===== src/rtl/uart_score_reporter_pkg.sv =====
// Shared types and constants for the UART score reporter: FSM states, event
// codes, ASCII bytes of the 6-byte frame and the event-letter lookup.
package uart_score_reporter_pkg;

   typedef enum logic [2:0] {
      ST_IDLE  = 3'd0,
      ST_LOAD  = 3'd1,
      ST_START = 3'd2,
      ST_ACK   = 3'd3,
      ST_DRAIN = 3'd4,
      ST_DONE  = 3'd5
   } state_t;

   localparam logic [1:0] EVT_SCORE = 2'b00;
   localparam logic [1:0] EVT_BEGIN = 2'b01;
   localparam logic [1:0] EVT_END   = 2'b10;
   localparam logic [1:0] EVT_RSVD  = 2'b11;

   localparam logic [7:0] ASC_S     = 8'h53;
   localparam logic [7:0] ASC_B     = 8'h42;
   localparam logic [7:0] ASC_E     = 8'h45;
   localparam logic [7:0] ASC_COLON = 8'h3A;
   localparam logic [7:0] ASC_ZERO  = 8'h30;
   localparam logic [7:0] ASC_CR    = 8'h0D;
   localparam logic [7:0] ASC_LF    = 8'h0A;

   localparam int FRAME_LEN = 6;

   // Reserved codes never reach a frame, so they share the score letter.
   function automatic logic [7:0] event_letter(input logic [1:0] evt);
      case (evt)
         EVT_BEGIN: return ASC_B;
         EVT_END:   return ASC_E;
         default:   return ASC_S;
      endcase
   endfunction

endpackage


===== src/rtl/uart_score_reporter_ascii.sv =====
// Combinational score formatter: clamps to 99 and emits the tens and ones
// digits as ASCII. Shared with the seven-segment path.
module score_to_ascii2
   import uart_score_reporter_pkg::*;
#(
   parameter int W = 7
) (
   input  logic [W-1:0] value,
   output logic [7:0]   tens_ascii,
   output logic [7:0]   ones_ascii
);

   logic [7:0] value_ext;
   logic [6:0] clamped;
   logic [3:0] tens;
   logic [6:0] tens_x10;
   logic [6:0] ones;

   assign value_ext = 8'(value);
   assign clamped   = (value_ext > 8'd99) ? 7'd99 : value_ext[6:0];

   // Compare-subtract: the largest multiple of ten not above the value wins.
   always_comb begin
      tens     = 4'd0;
      tens_x10 = 7'd0;
      for (int i = 1; i <= 9; i++) begin
         if (clamped >= 7'(i * 10)) begin
            tens     = 4'(i);
            tens_x10 = 7'(i * 10);
         end
      end
   end

   assign ones       = clamped - tens_x10;
   assign tens_ascii = ASC_ZERO + {4'd0, tens};
   assign ones_ascii = ASC_ZERO + {1'b0, ones};

endmodule


===== src/rtl/uart_score_reporter.sv =====
// Sequences uart_tx so each game event goes out as "<L>:<tens><ones>\r\n",
// one byte per busy handshake, with a single newest-wins pending slot.
module uart_score_reporter
   import uart_score_reporter_pkg::*;
#(
   parameter int SCORE_W     = 6,
   parameter int ACK_TIMEOUT = 15
) (
   input  logic               clock,
   input  logic               reset,
   input  logic               report_req,
   input  logic [1:0]         event_type,
   input  logic [SCORE_W-1:0] score,
   input  logic               uart_tx_busy,
   output logic               tx_start,
   output logic [7:0]         tx_data,
   output logic               reporter_busy,
   output logic               overrun,
   output logic               ack_error
);

   localparam int CNT_W = $clog2(ACK_TIMEOUT + 1);

   state_t             state_reg;
   logic [2:0]         idx_reg;
   logic [1:0]         act_evt_reg;
   logic [SCORE_W-1:0] act_score_reg;
   logic               pend_valid_reg;
   logic [1:0]         pend_evt_reg;
   logic [SCORE_W-1:0] pend_score_reg;
   logic [CNT_W-1:0]   cnt_reg;

   logic       req_valid;
   logic [7:0] tens_ascii;
   logic [7:0] ones_ascii;
   logic [7:0] frame_byte;

   assign req_valid = report_req && (event_type != EVT_RSVD);

   // Overwriting a held report is flagged in the very cycle it happens.
   assign overrun = req_valid && (state_reg != ST_IDLE) && pend_valid_reg;

   score_to_ascii2 #(.W(SCORE_W)) u_digits (
      .value      (act_score_reg),
      .tens_ascii (tens_ascii),
      .ones_ascii (ones_ascii)
   );

   always_comb begin
      frame_byte = ASC_LF;
      case (idx_reg)
         3'd0:    frame_byte = event_letter(act_evt_reg);
         3'd1:    frame_byte = ASC_COLON;
         3'd2:    frame_byte = tens_ascii;
         3'd3:    frame_byte = ones_ascii;
         3'd4:    frame_byte = ASC_CR;
         default: frame_byte = ASC_LF;
      endcase
   end

   always_ff @(posedge clock or posedge reset) begin
      if (reset) begin
         state_reg      <= ST_IDLE;
         idx_reg        <= 3'd0;
         act_evt_reg    <= EVT_SCORE;
         act_score_reg  <= '0;
         pend_valid_reg <= 1'b0;
         pend_evt_reg   <= EVT_SCORE;
         pend_score_reg <= '0;
         cnt_reg        <= '0;
         tx_start       <= 1'b0;
         tx_data        <= 8'h00;
         reporter_busy  <= 1'b0;
         ack_error      <= 1'b0;
      end else begin
         tx_start <= 1'b0;

         // Any mid-frame request lands in the pending slot; DONE may consume it below.
         if (req_valid && state_reg != ST_IDLE) begin
            pend_valid_reg <= 1'b1;
            pend_evt_reg   <= event_type;
            pend_score_reg <= score;
         end

         case (state_reg)
            ST_IDLE: begin
               if (req_valid) begin
                  act_evt_reg   <= event_type;
                  act_score_reg <= score;
                  idx_reg       <= 3'd0;
                  reporter_busy <= 1'b1;
                  state_reg     <= ST_LOAD;
               end
            end
            ST_LOAD: begin
               tx_data   <= frame_byte;
               tx_start  <= 1'b1;
               state_reg <= ST_START;
            end
            ST_START: begin
               cnt_reg   <= CNT_W'(1);
               state_reg <= ST_ACK;
            end
            ST_ACK: begin
               if (uart_tx_busy) begin
                  state_reg <= ST_DRAIN;
               end else if (cnt_reg >= CNT_W'(ACK_TIMEOUT - 1)) begin
                  ack_error <= 1'b1;
                  state_reg <= ST_DRAIN;
               end else begin
                  cnt_reg <= cnt_reg + CNT_W'(1);
               end
            end
            ST_DRAIN: begin
               if (!uart_tx_busy) begin
                  if (idx_reg == 3'(FRAME_LEN - 1)) begin
                     state_reg <= ST_DONE;
                  end else begin
                     idx_reg   <= idx_reg + 3'd1;
                     state_reg <= ST_LOAD;
                  end
               end
            end
            ST_DONE: begin
               if (req_valid) begin
                  act_evt_reg    <= event_type;
                  act_score_reg  <= score;
                  pend_valid_reg <= 1'b0;
                  idx_reg        <= 3'd0;
                  state_reg      <= ST_LOAD;
               end else if (pend_valid_reg) begin
                  act_evt_reg    <= pend_evt_reg;
                  act_score_reg  <= pend_score_reg;
                  pend_valid_reg <= 1'b0;
                  idx_reg        <= 3'd0;
                  state_reg      <= ST_LOAD;
               end else begin
                  reporter_busy <= 1'b0;
                  state_reg     <= ST_IDLE;
               end
            end
            default: begin
               state_reg <= ST_IDLE;
            end
         endcase
      end
   end

endmodule


===== config.mk =====
export PLATFORM = sky130hd
export DESIGN_NAME = uart_score_reporter
export DESIGN_NICKNAME = d
export VERILOG_FILES = /design/src/rtl/uart_score_reporter_pkg.sv /design/src/rtl/uart_score_reporter_ascii.sv /design/src/rtl/uart_score_reporter.sv
export SDC_FILE = /design/constraint.sdc
export NUM_CORES = 1
export LEC_CHECK = 0
export ABC_CLOCK_PERIOD_IN_PS = 4400
export BUFFER_PORTS_ARGS = -buffer_cell sky130_fd_sc_hd__buf_2
export CAP_MARGIN = 20
export CELL_PAD_IN_SITES_DETAIL_PLACEMENT = 1
export CELL_PAD_IN_SITES_GLOBAL_PLACEMENT = 1
export CORE_UTILIZATION = 49
export DETAILED_ROUTE_END_ITERATION = 8
export PLACE_DENSITY = 0.89
export SLEW_MARGIN = 10
export SYNTH_ARGS = -nofsm -noshare
export SYNTH_HDL_FRONTEND = slang
export SYNTH_SLANG_ARGS = --single-unit

===== constraint.sdc =====
create_clock -name clock -period 4.4 [get_ports clock]
set_input_delay 0 -clock clock [delete_from_list [all_inputs] [get_ports clock]]
set_output_delay 0 -clock clock [all_outputs]
set_load 0.01 [all_outputs]

# ---- Word-level counts from Yosys, hierarchy flattened
# Index checks and enable logic that the tools add are counted.
dict set report classes {
  addsub 5
  order_cmp 11
  eq_ne 22
  n_mux 55
  bitwise_logic 1
  n_reduce_logical 15
}
# cell n
set ops {}
lappend ops {{3-bit two-way mux} 14}
lappend ops {{8-bit case mux with 5 select lines} 1}
lappend ops {{6-bit two-way mux} 6}
lappend ops {{7-bit two-way mux} 4}
lappend ops {{7-bit by 6-bit >= comparator with 1-bit output (second input constant)} 3}
lappend ops {{7-bit >= comparator (second input constant)} 3}
lappend ops {{4-bit two-way mux} 5}
lappend ops {{3-bit case mux with 6 select lines} 1}
lappend ops {{2-bit inequality test (second input constant)} 8}
lappend ops {{7-bit by 5-bit >= comparator with 1-bit output (second input constant)} 2}
lappend ops {{3-bit by 2-bit equality test with 1-bit output (second input constant)} 4}
lappend ops {{3-bit equality test (second input constant)} 4}
lappend ops {{6-bit case mux with 2 select lines} 1}
lappend ops {{3-bit AND reduction} 4}
lappend ops {{1-bit two-way mux} 11}
lappend ops {{2-bit two-way mux} 5}
lappend ops {{5-bit two-way mux} 2}
lappend ops {{5-bit case mux with 2 select lines} 1}
lappend ops {{3-bit case mux with 3 select lines} 1}
lappend ops {{6-bit by 7-bit adder with 8-bit output (first input constant)} 1}
lappend ops {{4-bit case mux with 2 select lines} 1}
lappend ops {{6-bit by 4-bit adder with 7-bit output (first input constant)} 1}
lappend ops {{7-bit by 4-bit >= comparator with 1-bit output (second input constant)} 1}
lappend ops {{6-bit by 7-bit greater-than comparator with 1-bit output (second input constant)} 1}
lappend ops {{17 further kinds} 24}
dict set report word_totals {
  regBits 38
  input_bits 12
  out_inout_bits 12
  wordCells 121
}

# ---- Logic depth before layout (Yosys ltp)
dict set report logic_depth {
  depth_word 15
  mapped_depth 14
  mapped_depth_nobuf 13
}

# ---- By module
# From an unflattened synthesis, not the netlist that was laid out.
dict set report hier_totals {
  cells_unflattened 250
  area_unflattened_um2 2434.8
}
# module instances cells_per_inst area_each_um2 seq_area_each_um2
set modules_own_cells {}
lappend modules_own_cells {uart_score_reporter 1 189 2018.2 950.9}
lappend modules_own_cells {score_to_ascii2 1 61 416.6 0.0}

# ---- Worst setup path after synthesis
# No wires, ideal clock.
dict set report synth_timing {
  path_kind {reg2reg}
  startpoint {register act_score_reg[3]}
  endpoint {register tx_data[6]}
  setup_time_ns 0.121
  t_arrival_ns 2.415
  t_required_ns 4.279
  path_slack_ns 1.864
  path_stages_with_launch 15
  n_path_buf 1
  period_less_slack_ns 2.536
  cell_sequence {dfrtp_1 buf_4 nand2b_2 nand3_1 o21ai_0 a21oi_1 ha_1 inv_1 fa_1 a21o_1 a21oi_1 xnor2_1 nor2_1 mux2i_1 nand2b_1}
}
dict set report synth_via {
  elab_chain_len 15
  elab_cells_between_ends 33
  classes_between {3 x add/sub; 10 x order compare; 20 x mux}
}
# element line
set synth_rtl {}
lappend synth_rtl {{start, declared} uart_score_reporter.sv:27} ;# logic [SCORE_W-1:0] act_score_reg;
lappend synth_rtl {{start signal, assigned} uart_score_reporter.sv:89} ;# act_score_reg <= score;
lappend synth_rtl {{start signal, assigned} uart_score_reporter.sv:127} ;# act_score_reg <= score;
lappend synth_rtl {{start signal, assigned} uart_score_reporter.sv:133} ;# act_score_reg <= pend_score_reg;
lappend synth_rtl {{6-bit by 7-bit greater-than comparator with 1-bit output} uart_score_reporter_ascii.sv:20} ;# assign clamped = (value_ext > 8'd99) ? 7'd99 : value_ext[6:0];
lappend synth_rtl {{7-bit two-way mux (*)} uart_score_reporter_ascii.sv:20}
lappend synth_rtl {{7-bit by 4-bit >= comparator with 1-bit output} uart_score_reporter_ascii.sv:27} ;# if (clamped >= 7'(i * 10)) begin
lappend synth_rtl {{4-bit two-way mux} uart_score_reporter_ascii.sv:27}
lappend synth_rtl {{5-bit two-way mux (2 in series)} uart_score_reporter_ascii.sv:27}
lappend synth_rtl {{6-bit two-way mux (3 in series)} uart_score_reporter_ascii.sv:27}
lappend synth_rtl {{7-bit two-way mux (3 in series)} uart_score_reporter_ascii.sv:27}
lappend synth_rtl {{7-bit subtractor} uart_score_reporter_ascii.sv:34} ;# assign ones = clamped - tens_x10;
lappend synth_rtl {{6-bit by 7-bit adder with 8-bit output} uart_score_reporter_ascii.sv:36} ;# assign ones_ascii = ASC_ZERO + {1'b0, ones};
lappend synth_rtl {{8-bit case mux with 5 select lines (*)} uart_score_reporter.sv:51} ;# case (idx_reg)
lappend synth_rtl {{end signal, assigned} uart_score_reporter.sv:96} ;# tx_data <= frame_byte;
lappend synth_rtl {{end, declared} uart_score_reporter.sv:16} ;# output logic [7:0] tx_data,
# Every way passes the cells marked *; elsewhere a longest branch is shown, timed or not.
# A chain may end at the register's enable or synchronous reset.

# ---- Worst setup path after layout
# Same ends and word-level chain as after synthesis.

==> results.md <==
- Leading post-synthesis cells by cell area: dfrtp_1 40%, ha_1 7.8%, mux2_2 6.1%
- CP Buf/Inv Count: 1
- # resized after CTS: 0
- Most frequent cells in the layout: 38 x dfrtp_1, 26 x nor2_1, 23 x buf_2
- Outcome: finished clean
- Yosys reg bits: 38
- Via density: 5.55
- N_diodes: 0
- Largest net degree at the start of global routing: 39
- Clock sink count: 38
- First-pass GRT wire length: 9700 um
- H-tree Lvls: 2
- Worst EP required: 4.63 ns
- Fillers: 554
- Post-DP HPWL: 3970 um
- Via count of the routed design: 1936
- CP startpoint kind: register
- HP Start: uart_tx_busy
- Overall Global Routing Usage: 0.244
- GRT overflow: 0
- Clk buf depth: 2
- Vias in the first global route: 1995
- Core Rows: 25
- Final setup viols: 0
- HP Class: primary input to register
- Skew-Pair Late Insertion Delay: 0.30 ns
- # nets final: 309
- Hold Fails Final Rpt: 0
- P_leak: 1.21 nW
- Gate Count Post-Synth: 254
- Starting Density: 0.509
- Crit end category: register
- Crit path cell chain: nand2b_2 > nand3_1 > o21ai_0 > a21oi_1 > ha_1 > inv_1 > fa_1 > a21o_1 > a21oi_1 > xnor2_1 > nor2_1 > mux2i_1 > nand2b_1
- Antenna viol nets, final: 0
- YS warnings: 0
- Wire per inst: 16.8 um
- Synth unique cells: 50
- Layout cells sized above 1: 0.206
- Gpl congestion: 0.834
- Peak VDD IR: 0.341 mV
- Clock Skew: 0.0134 ns
- Core Area: 4720 um^2
- Post-synth ARST share: 1.00
- Number of flip-flops in the largest register: 8
- Final worst setup slack: 1.52 ns
- R2R Path Start: act_score_reg[3]
- WP data arrival: 3.11 ns
- RSZ-0062 raised after global routing: no
- First DRT Iteration DRCs: 39
- # IOs: 24
- Initial antenna violation count: 0
- Mean Syn Cell Area: 9.47 um^2
- Synthesis-to-finish area growth: 13.4%
- CP most frequent cell: a21oi_1
- Top_reg_cell synth: dfrtp_1
- DRC: 0
- Placed cell area: 2540 um^2
- Synth Cell Area: 2410 um^2
- Slowest-stage cell, CP: dfrtp_1
- Setup TNS: 0 ns
- Area leader, netlist: dfrtp_1
- Cell area after layout: 2730 um^2
- Max-cap violations: 0
- Top-area cell type share of the netlist area: 0.395
- R2r setup slk: 1.52 ns
- Number of synthesized flops with an enable pin: 0
- Root Driver: clkbuf_8
- Slew HR: 0.612
- Post-place setup slack: 1.59 ns
- CP Class: register to register
- Power density cells: 730 nW/um^2
- First drt pass iteration count: 4
- Delay of the slowest critical-path stage: 0.51 ns
- Die area: 5190 um^2
- CP max FO: 12
- Slew Viols, Final: 0
- CTS tree: built
- Tmin final: 2.88 ns
- Register area share after synthesis: 0.395
- Clock transition at path regs: 0.09 ns
- Fin crit share: 0.655
- Number of port buffers: 23
- Die height: 72.1 um
- Fmax: 347 MHz
- Worst-Margin Slew: 0.581 ns
- Die W: 72.1 um
- Largest delay contributor family on the critical path: simple AND/OR/NAND/NOR gates
- Net count after synthesis: 282
- Final WL: 5860 um
- Clock buffer count from CTS: 5
- Commonest non-fill, non-tap cell in the layout: dfrtp_1
- Crit path launch: act_score_reg[3]
==> what timing repair did <==
item                                    CTS  global route
hold endpoints to repair                 46             0
hold buffers                              9             0
buffers inserted                          0             0
endpoints found under the setup margin    0             0
==> per-stage QoR <==
step / cells / total power (W) / hold slack (ns) / utilization
global placement: 332 / 0.00164 / 0.139 / 0.537
detailed placement: 332 / 0.00171 / 0.150 / 0.537
global route: 349 / 0.00215 / 0.184 / 0.577
CTS: 349 / 0.00199 / 0.0993 / 0.577
floorplan: 254 / 0.00146 / 0.152 / -
finish: 349 / 0.00199 / 0.152 / 0.577
==> cell families after synthesis <==
logic type	share of synthesized area
AOI/OAI and AO/OA	0.170
xor gates and xnor gates	0.0182
adders and majority gates	0.0863
buffers and inverters	0.0556
DFF	0.395
muxes	0.119
and+or+nand+nor	0.156
==> metal layers <==
layer  track usage  wire (um)  vias up
li1              -          -      932
met1         0.289       2470      945
met2         0.441       3090       48
met3        0.0500        188       11
met4        0.0784        107        0
met5             0          0        -
==> synth_stat cells, types with 2 or more instances <==
cell type and n:
nand3b_1 2, buf_2 8, nand2_1 21, mux2_2 13, o21a_1 3, clkbuf_1 3, a21o_1 3, buf_6 2
o21ai_0 19, and2_1 2, or2_2 2, o22ai_1 2, nor2_2 3, ha_1 15, xnor2_1 3, inv_1 14
a31oi_1 2, mux2i_1 14, a21oi_1 15, nand2b_1 5, o22a_1 2, nor2_1 26, nand3_1 6, a41oi_1 2
nor2b_1 2, dfrtp_1 38, xor2_1 2, nor3_1 3
==> layout make-up <==
class	count	area (um^2)	share of cell area
clock inverter	2	16.3	0.00596
inverter	14	52.6	0.0193
clock buffer	6	82.6	0.0303
tap	67	83.8	0.0307
multi-input combinational	188	1320	0.484
timing repair buffer	34	220	0.0807
sequential	38	951	0.349
==> worst min-delay path, delay by kind of cell <==
kind | cells | cell delay, ns
compound gates | 2 | 0.24
buf+inv | 1 | 0.17
==> report_power, final <==
part	total, W	switching (W)	internal, W
logic	0.00105	0.000572	0.000480
clock network	0.000271	0.000142	0.000129
registers	0.000668	0.000184	0.000484
total	0.00199	0.000898	0.00109
==> worst paths after layout <==
kind	to	cells past startpoint
setup / recovery	tx_data[6]	13
hold / removal	cnt_reg[1]	3
setup reg to reg	tx_data[6]	13
hold reg to reg	ack_error	1
max in group asynchronous	tx_data[6]	4
min in group asynchronous	pend_score_reg[4]	4
Power figures use the tool's default switching activity.
